## src/rtl/seg_scan_driver.sv

```systemverilog
// Four-digit multiplexed 7-segment scanner for an M.SS.m stopwatch display.
// Optional macro SEG_SCAN_LZB_EN blanks the minutes digit while it is zero.
module seg_scan_driver #(
  parameter int unsigned SCAN_DIV = 1000,
  parameter int unsigned GUARD    = 2
) (
  input  logic       clk,
  input  logic       reset,
  input  logic [3:0] min0,
  input  logic [3:0] sec1,
  input  logic [3:0] sec0,
  input  logic [3:0] milSec0,
  output logic [6:0] seg,
  output logic [3:0] an,
  output logic       dp
);

  localparam int unsigned     CNT_W   = 16;
  localparam logic [CNT_W-1:0] CNT_MAX = CNT_W'(SCAN_DIV - 1);
  localparam logic [CNT_W-1:0] GUARD_C = CNT_W'(GUARD);

  // Active-low segment pattern {g,f,e,d,c,b,a}; non-BCD values show a dash.
  function automatic logic [6:0] bcd_to_seg(input logic [3:0] v);
    logic [6:0] p;
    case (v)
      4'd0:    p = 7'b1000000;
      4'd1:    p = 7'b1111001;
      4'd2:    p = 7'b0100100;
      4'd3:    p = 7'b0110000;
      4'd4:    p = 7'b0011001;
      4'd5:    p = 7'b0010010;
      4'd6:    p = 7'b0000010;
      4'd7:    p = 7'b1111000;
      4'd8:    p = 7'b0000000;
      4'd9:    p = 7'b0010000;
      default: p = 7'b0111111;
    endcase
    return p;
  endfunction

  logic [CNT_W-1:0] cnt_r, cnt_nxt_s;
  logic [1:0]       idx_r, idx_nxt_s;
  logic [15:0]      snap_r, snap_nxt_s;
  logic             tick_s;
  logic [3:0]       digit_s;
  logic             blank_s;
  logic [6:0]       seg_nxt_s;
  logic [3:0]       an_nxt_s;
  logic             dp_nxt_s;

  // Scan state register: prescaler, digit index and frame snapshot.
  always_ff @(posedge clk or negedge reset) begin
    if (!reset) begin
      cnt_r  <= '0;
      idx_r  <= 2'd0;
      snap_r <= 16'h0000;
    end else begin
      cnt_r  <= cnt_nxt_s;
      idx_r  <= idx_nxt_s;
      snap_r <= snap_nxt_s;
    end
  end

  // Next-state logic; inputs are captured only as the last slot of a frame ends.
  always_comb begin
    tick_s     = (cnt_r == CNT_MAX);
    cnt_nxt_s  = cnt_r;
    idx_nxt_s  = idx_r;
    snap_nxt_s = snap_r;
    if (tick_s) begin
      cnt_nxt_s = '0;
      idx_nxt_s = idx_r + 2'd1;
      if (idx_r == 2'd3) begin
        snap_nxt_s = {min0, sec1, sec0, milSec0};
      end else begin
        snap_nxt_s = snap_r;
      end
    end else begin
      cnt_nxt_s = cnt_r + {{(CNT_W-1){1'b0}}, 1'b1};
    end
  end

  // Output selection from the current scan state.
  always_comb begin
    case (idx_r)
      2'd0:    digit_s = snap_r[3:0];
      2'd1:    digit_s = snap_r[7:4];
      2'd2:    digit_s = snap_r[11:8];
      2'd3:    digit_s = snap_r[15:12];
      default: digit_s = 4'd0;
    endcase
`ifdef SEG_SCAN_LZB_EN
    blank_s = (idx_r == 2'd3) && (snap_r[15:12] == 4'd0);
`else
    blank_s = 1'b0;
`endif
    if (blank_s) begin
      seg_nxt_s = 7'b1111111;
      dp_nxt_s  = 1'b1;
    end else begin
      seg_nxt_s = bcd_to_seg(digit_s);
      dp_nxt_s  = ~idx_r[0];
    end
    // Guard cycles keep every anode off so the previous digit cannot ghost.
    if (cnt_r < GUARD_C) begin
      an_nxt_s = 4'b1111;
    end else begin
      an_nxt_s = ~(4'b0001 << idx_r);
    end
  end

  // Output register: one cycle behind the selecting state, blank in reset.
  always_ff @(posedge clk or negedge reset) begin
    if (!reset) begin
      seg <= 7'b1111111;
      an  <= 4'b1111;
      dp  <= 1'b1;
    end else begin
      seg <= seg_nxt_s;
      an  <= an_nxt_s;
      dp  <= dp_nxt_s;
    end
  end

endmodule

```

## config.mk

```make
export PLATFORM = sky130hd
export DESIGN_NAME = seg_scan_driver
export DESIGN_NICKNAME = d
export VERILOG_FILES = /design/src/rtl/seg_scan_driver.sv
export SDC_FILE = /design/constraint.sdc
export NUM_CORES = 1
export LEC_CHECK = 0
export CAP_MARGIN = 0
export CORE_MARGIN = 4
export CORE_UTILIZATION = 35
export CTS_CLUSTER_SIZE = 8
export DETAILED_ROUTE_END_ITERATION = 12
export PLACE_DENSITY_LB_ADDON = 0.12
export SETUP_SLACK_MARGIN = 0.4
export SYNTH_ARGS = -nofsm -noshare
export SYNTH_HDL_FRONTEND = slang
export SYNTH_SLANG_ARGS = --single-unit
```

## constraint.sdc

```tcl
create_clock -name clk -period 2.2 [get_ports clk]
set_input_delay 0.44 -clock clk [delete_from_list [all_inputs] [get_ports clk]]
set_output_delay 0.44 -clock clk [all_outputs]
set_load 0.05 [all_outputs]
```

==> results of run 1 <==
cells in the mapped netlist:
cell | count | area [um2]
nor4_1 | 3 | 18.77
a222oi_1 | 4 | 40.04
mux2_2 | 7 | 78.83
and3_1 | 2 | 12.51
nor3_1 | 4 | 20.02
xor2_1 | 4 | 35.03
nor2_1 | 12 | 45.04
o21ai_0 | 3 | 15.01
dfrtp_1 | 34 | 850.8
a31oi_1 | 1 | 6.260
nand4_1 | 2 | 12.51
nand2_1 | 14 | 52.55
mux2i_1 | 4 | 40.04
nand3_4 | 1 | 17.52
or4_4 | 2 | 22.52
o211ai_1 | 1 | 7.510
mux2_4 | 10 | 150.1
a21oi_1 | 2 | 10.01
inv_1 | 10 | 37.54
o221ai_1 | 1 | 8.760
nor4_4 | 1 | 21.27
nand3_1 | 6 | 30.03
dfstp_2 | 12 | 315.3
and2_1 | 2 | 12.51
nand2b_1 | 2 | 12.51
buf_2 | 1 | 5.000
ha_1 | 9 | 112.6
nor2b_1 | 1 | 6.260
a211oi_1 | 1 | 7.510
buf_6 | 1 | 11.26
clkbuf_1 | 1 | 3.750
xnor2_1 | 11 | 96.34
logic make-up after synthesis:
kind of cell | Yosys count | share of synthesized area [%]
xor+xnor | 15 | 6.209
compound gates | 13 | 4.495
mux | 21 | 12.71
fa+ha+maj | 9 | 5.322
flops | 46 | 55.12
buf+inv | 13 | 2.720
simple gates | 52 | 13.42
stage by stage:
step	cells	hold slack, ps	setup WS, ps	area [um2]
floorplan	169	144.4	179.1	2153
global placement	275	447.0	102.3	2546
detailed placement	275	457.2	59.91	2546
CTS	295	246.7	187.0	2872
global route	300	275.9	125.7	2958
finish	300	226.9	207.3	2958
path summary, 6_finish.rpt:
path,from,to,slack (ps),depth (start not counted)
setup reg to reg,cnt_r[12],snap_r[9],210,5
max in group asynchronous,reset,idx_r[1],1570,2
setup / recovery,cnt_r[12],snap_r[9],210,5
min in group clk,cnt_r[0],cnt_r[0],470,1
hold / removal,reset,idx_r[0],230,2
hold reg to reg,cnt_r[0],cnt_r[0],470,1
layout make-up:
cell class | instances | share of cell area (%)
flip-flops and latches | 46 | 39.51
multi-input cells | 111 | 36.89
repair buffers | 50 | 15.57
well taps | 75 | 3.173
clock buffers | 7 | 2.580
inverters | 10 | 1.269
clock inverters | 1 | 1.015
registers in the layout, indices dropped and copies added, names as in the netlist:
| register | count |
|---|---|
| idx_r | 2 |
| seg | 7 |
| dp | 1 |
| an | 4 |
| snap_r | 16 |
| cnt_r | 16 |
layer usage:
| metal | vias to the layer above | GRT usage (%) |
|---|---|---|
| met4 | 0 | 4.317 |
| met2 | 21 | 23.02 |
| met5 | - | 0 |
| li1 | 694 | - |
| met3 | 6 | 3.554 |
| met1 | 728 | 14.29 |
power groups by stage:
| stage | Clock (W) | Sequential, W | Combinational [W] |
|---|---|---|---|
| finish | 0.000610 | 0.000889 | 0.000180 |
| global route | 0.000674 | 0.000893 | 0.000195 |
| CTS | 0.000631 | 0.000889 | 0.000179 |
| detailed placement | 0 | 0.000906 | 0.000165 |
| global placement | 0 | 0.000905 | 0.000161 |
| floorplan | 0 | 0.000943 | 0.0000440 |
repair_timing:
item,CTS,global route
pin swaps,18,4
setup buffers,11,5
endpoints found under the hold margin,0,0
gates resized for setup,46,18
setup endpoints to repair,45,45
gates cloned,1,0
==> reports/results.ini, run 1 <==
[finish]
final_common_cell=dfrtp_1
nFillCells=536
drive_gt1_share_pct=42.67
final_cell_mix=dfrtp_1 (32), buf_4 (18), clkdlybuf4s50_1 (16)
multi_input_area_um2=1091
nets=251
diodes=0
syn_to_final_growth_pct=39.80
postLayoutCoreUtil_pct=50.26
seqCellArea_um2=1169

[timing]
setup-violations-final=0
hold_viol=0
tightest_slew_ps=569.3
fmax_mhz=501.8
finalCriticalPeriod_ps=1993
tns_ps=0
slew_viol_final=0
period_share_pct=90.58
finClkSkew_ps=7.722
grt_setup_unrepaired=true
max_slew_margin_pct=62.05

[global_routing]
grt_antenna_before_repair=0
gr-total-overflow=0
grt_pass1_vias=1549
grt_max_degree=47
grt_first_pass_wirelength_mm=7.307
grt.total_usage_pct=12.71

[pwr]
p_switching_w=0.0003786
power_frac_seq_pct=53.0
p_int_w=0.001300
switching_share_pct=22.55
power_frac_clock_pct=36.3
total_power_w=0.001679
leakage_nw=1.268
p_per_area_nw_per_um2=567.6
ir_worst_vdd_v=0.0002661
pwr-share-comb_pct=10.7

[die]
chipWidth_um=85.75
fp.dieH_um=85.75
row_count=28
dieArea_um2=7353
start_util_pct=35.95
pin_count=30
coreArea_um2=5886

[route]
dr.pass1.iters=4
drc=0
route.met3.wl_um=188
drt_iter0_markers=39
wl_met2_mm=2.304
wl_mm=4.282
num_vias=1449
viasPerCell=4.830
post_drt_wl_per_cell_um=14.27
top_layer=met4
drt-met1-wl_mm=1.739
ant_nets=0

[setup_path]
critPathCaptureType=flop
cp-start-kind=flop
cp.buffers_inverters=1
path_max_fanout=16
crit_required_ps=2380
crit_path_cell_trace=or4_4 > nor4_4 > nand3_4 > buf_12 > mux2_4
cp_top_family=simple AND/OR/NAND/NOR gates
criticalPathCategory=reg -> reg
cp.arrival_ps=2170
crit_slowest_cell=or4_4
slowest_delay_ps=550

[run_status]
outcome=finished, final reports clean

[clocking]
numClockSinks=46
clkTransAtPathRegs_ps=80
cts_buffer_depth=2
cts_buffers=5
htree_levels=2
cts_tree=done
clk_latency_ps=290
cts.hold.buffers_added=0
cts_root_buf=clkbuf_8

[logic_synthesis]
syn-num-nets=196
ys_ff_latch=46
synthCells=169
syn_avg_cell_area_um2=12.52
yosysUniqueCellTypes=32
yosysSeqAreaShare_pct=55.12
ys_warn_count=0
netlist_area_um2=2116

[worst_hold_path]
hold_path_class=in -> async

[job]
cap_violations=0

[place]
numPortBuffers=29
gp_congestion=0.7466
dp_hpwl_mm=3.032

Note: power is estimated with default switching activity, not from simulation.
==> run 2: changes to the inputs <==
--- a/config.mk
+++ b/config.mk
@@ -6,7 +6,6 @@
 export NUM_CORES = 1
 export LEC_CHECK = 0
 export CAP_MARGIN = 0
-export CORE_MARGIN = 4
 export CORE_UTILIZATION = 35
 export CTS_CLUSTER_SIZE = 8
 export DETAILED_ROUTE_END_ITERATION = 12
==> run 2 against run 1 <==
  * Total power down 4.2%
  * Sequential power about the same
  * Clock power down 14%
  * Utilization up 3.2 points
  * Largest cell class unchanged
==> reports/results.ini, run 2 (synthesis results as in run 1) <==
[finish]
drive_gt1_share_pct=46.55  ; +3.9 points
final_cell_mix=dfrtp_1 (32), buf_4 (25), clkdlybuf4s50_1 (16)
top_regs=cnt_r: 16 flops, snap_r: 16 flops, seg: 7 flops
nFillCells=495  ; -7.6%
syn_to_final_growth_pct=43.35
nets=258  ; +2.8%
diodes=0  ; unchanged
final_common_cell=dfrtp_1
multi_input_area_um2=1132  ; +3.8%
stdcell_area_um2=3033  ; +2.5%
seqCellArea_um2=1169  ; unchanged

[pwr]
leakage_nw=1.305  ; +2.9%
p_switching_w=0.0003838  ; +1.4%
total_power_w=0.001608  ; -4.2%
ir_worst_vdd_v=0.0002622  ; -1.5%
pwr-share-comb_pct=12.1  ; +1.4 points
p_int_w=0.001225  ; -5.8%
p_per_area_nw_per_um2=530.3  ; -6.6%
switching_share_pct=23.86  ; +1.3 points
power_frac_seq_pct=55.3  ; +2.3 points
power_frac_clock_pct=32.6  ; -3.7 points

[clocking]
cts_root_buf=clkbuf_8
htree_levels=2  ; unchanged
clkTransAtPathRegs_ps=80  ; about the same
numClockSinks=46  ; unchanged
cts_buffers=5  ; unchanged
cts_tree=done
cts.hold.buffers_added=0  ; unchanged
clk_latency_ps=290  ; about the same
cts_buffer_depth=2  ; unchanged

[die]
coreArea_um2=5675  ; -3.6%
dieArea_um2=6360  ; -14%
fp.dieH_um=79.75  ; -7.0%
pin_count=30  ; unchanged
start_util_pct=37.28  ; +1.3 points
row_count=27  ; -3.6%
chipWidth_um=79.75  ; -7.0%

[timing]
tightest_slew_ps=560.2  ; -9.113 ps
hold_viol=0  ; unchanged
grt_setup_unrepaired=true
finClkSkew_ps=4.555  ; -3.166 ps
setup-violations-final=0  ; unchanged
finalCriticalPeriod_ps=2002  ; +9.351 ps
period_share_pct=91.00  ; +0.43 points
fmax_mhz=499.5  ; -0.47%
tns_ps=0  ; unchanged
max_slew_margin_pct=62.65  ; +0.61 points
slew_viol_final=0  ; unchanged

[route]
drt_iter0_markers=50  ; +28%
ant_nets=0  ; unchanged
wl_mm=4.593  ; +7.3%
dr.pass1.iters=4  ; unchanged
drc=0  ; unchanged
num_vias=1477  ; +1.9%
viasPerCell=4.859  ; +0.59%
post_drt_wl_per_cell_um=15.11  ; +5.9%

[global_routing]
grt_first_pass_wirelength_mm=7.824  ; +7.1%
grt.total_usage_pct=16.20  ; +3.5 points
grt_max_degree=47  ; unchanged
grt_pass1_vias=1640  ; +5.9%
grt_antenna_before_repair=0  ; unchanged
gr-total-overflow=0  ; unchanged

[place]
gp_congestion=0.7867  ; +5.4%
place_area_um2=2557  ; +0.44%
numPortBuffers=29  ; unchanged
dp_hpwl_mm=2.926  ; -3.5%

[run_status]
outcome=finished, final reports clean

[setup_path]
critPathCaptureType=flop
crit_path_cell_trace=or4_4 > nor4_4 > nand3_4 > buf_12 > mux2_4
cp-start-kind=flop
path_max_fanout=16  ; unchanged
worstReg2RegEnd=snap_r[7]
r2r_start=cnt_r[12]
slowest_delay_ps=560  ; about the same
reg2regPathDepth=5  ; unchanged
r2r_slack_ps=200  ; about the same
crit_required_ps=2380  ; about the same
crit_start=cnt_r[12]
cp.arrival_ps=2180  ; about the same
criticalPathCategory=reg -> reg
crit_slowest_cell=or4_4

[job]
cap_violations=0  ; unchanged

[worst_hold_path]
hold_path_class=in -> async

-- run 2: area by class of cell --
type,instances,area share (%)
Multi-Input combinational cell,111,37.34
Clock buffer,8,2.970
Inverter,10,1.403
Tap cell,72,2.970
Sequential cell,46,38.53
Timing Repair Buffer,57,16.79
-- run 2: power groups by stage --
stage	logic [W]	clock network, W	registers (W)
CTS	0.000189	0.000539	0.000890
detailed placement	0.000163	0	0.000906
global route	0.000210	0.000588	0.000894
global placement	0.000158	0	0.000905
finish	0.000195	0.000524	0.000890
floorplan	0.0000440	0	0.000943
-- run 2: critical path: cells and delay by family (launching register included) --
kind / cells / cell delay (ps)
buffers and inverters: 1 / 180
flip-flops: 1 / 380
multiplexers: 1 / 300
AND/OR/NAND/NOR: 3 / 1030
-- run 2: worst max path at each step --
stage / endpoint / cells after the start
4_1_cts: snap_r[7] / 5
6_report: snap_r[7] / 5
2_1_floorplan: snap_r[0] / 5
3_5_place_dp: snap_r[9] / 4
5_1_grt: snap_r[7] / 5
3_3_place_gp: snap_r[0] / 4
-- run 2: layer usage --
metal / track usage [%] / vias to the layer above / share of wire [%]
met5: 0 / - / 0
met4: 4.464 / 0 / 0.41
met3: 3.886 / 2 / 3.3
met2: 29.15 / 21 / 53
met1: 19.10 / 743 / 43
li1: - / 711 / -
-- run 2: stage by stage --
stage          worst slack, ps  util [%]  cells  hold slack, ps
6_report                 197.9     53.44    304           218.0
5_1_grt                  139.4     53.44    304           266.9
4_1_cts                  185.6     52.01    301           238.7
3_5_place_dp             44.94     45.06    274           465.6
3_3_place_gp             94.33     45.06    274           460.8
2_1_floorplan            179.1         -    169           144.4
-- run 2: timing repair --
| action | in CTS | in global routing |
|---|---|---|
| gates cloned | 1 | 0 |
| resized for setup | 47 | 27 |
| endpoints found under the setup margin | 45 | 45 |
| setup buffers | 18 | 3 |
| pin swaps | 14 | 4 |
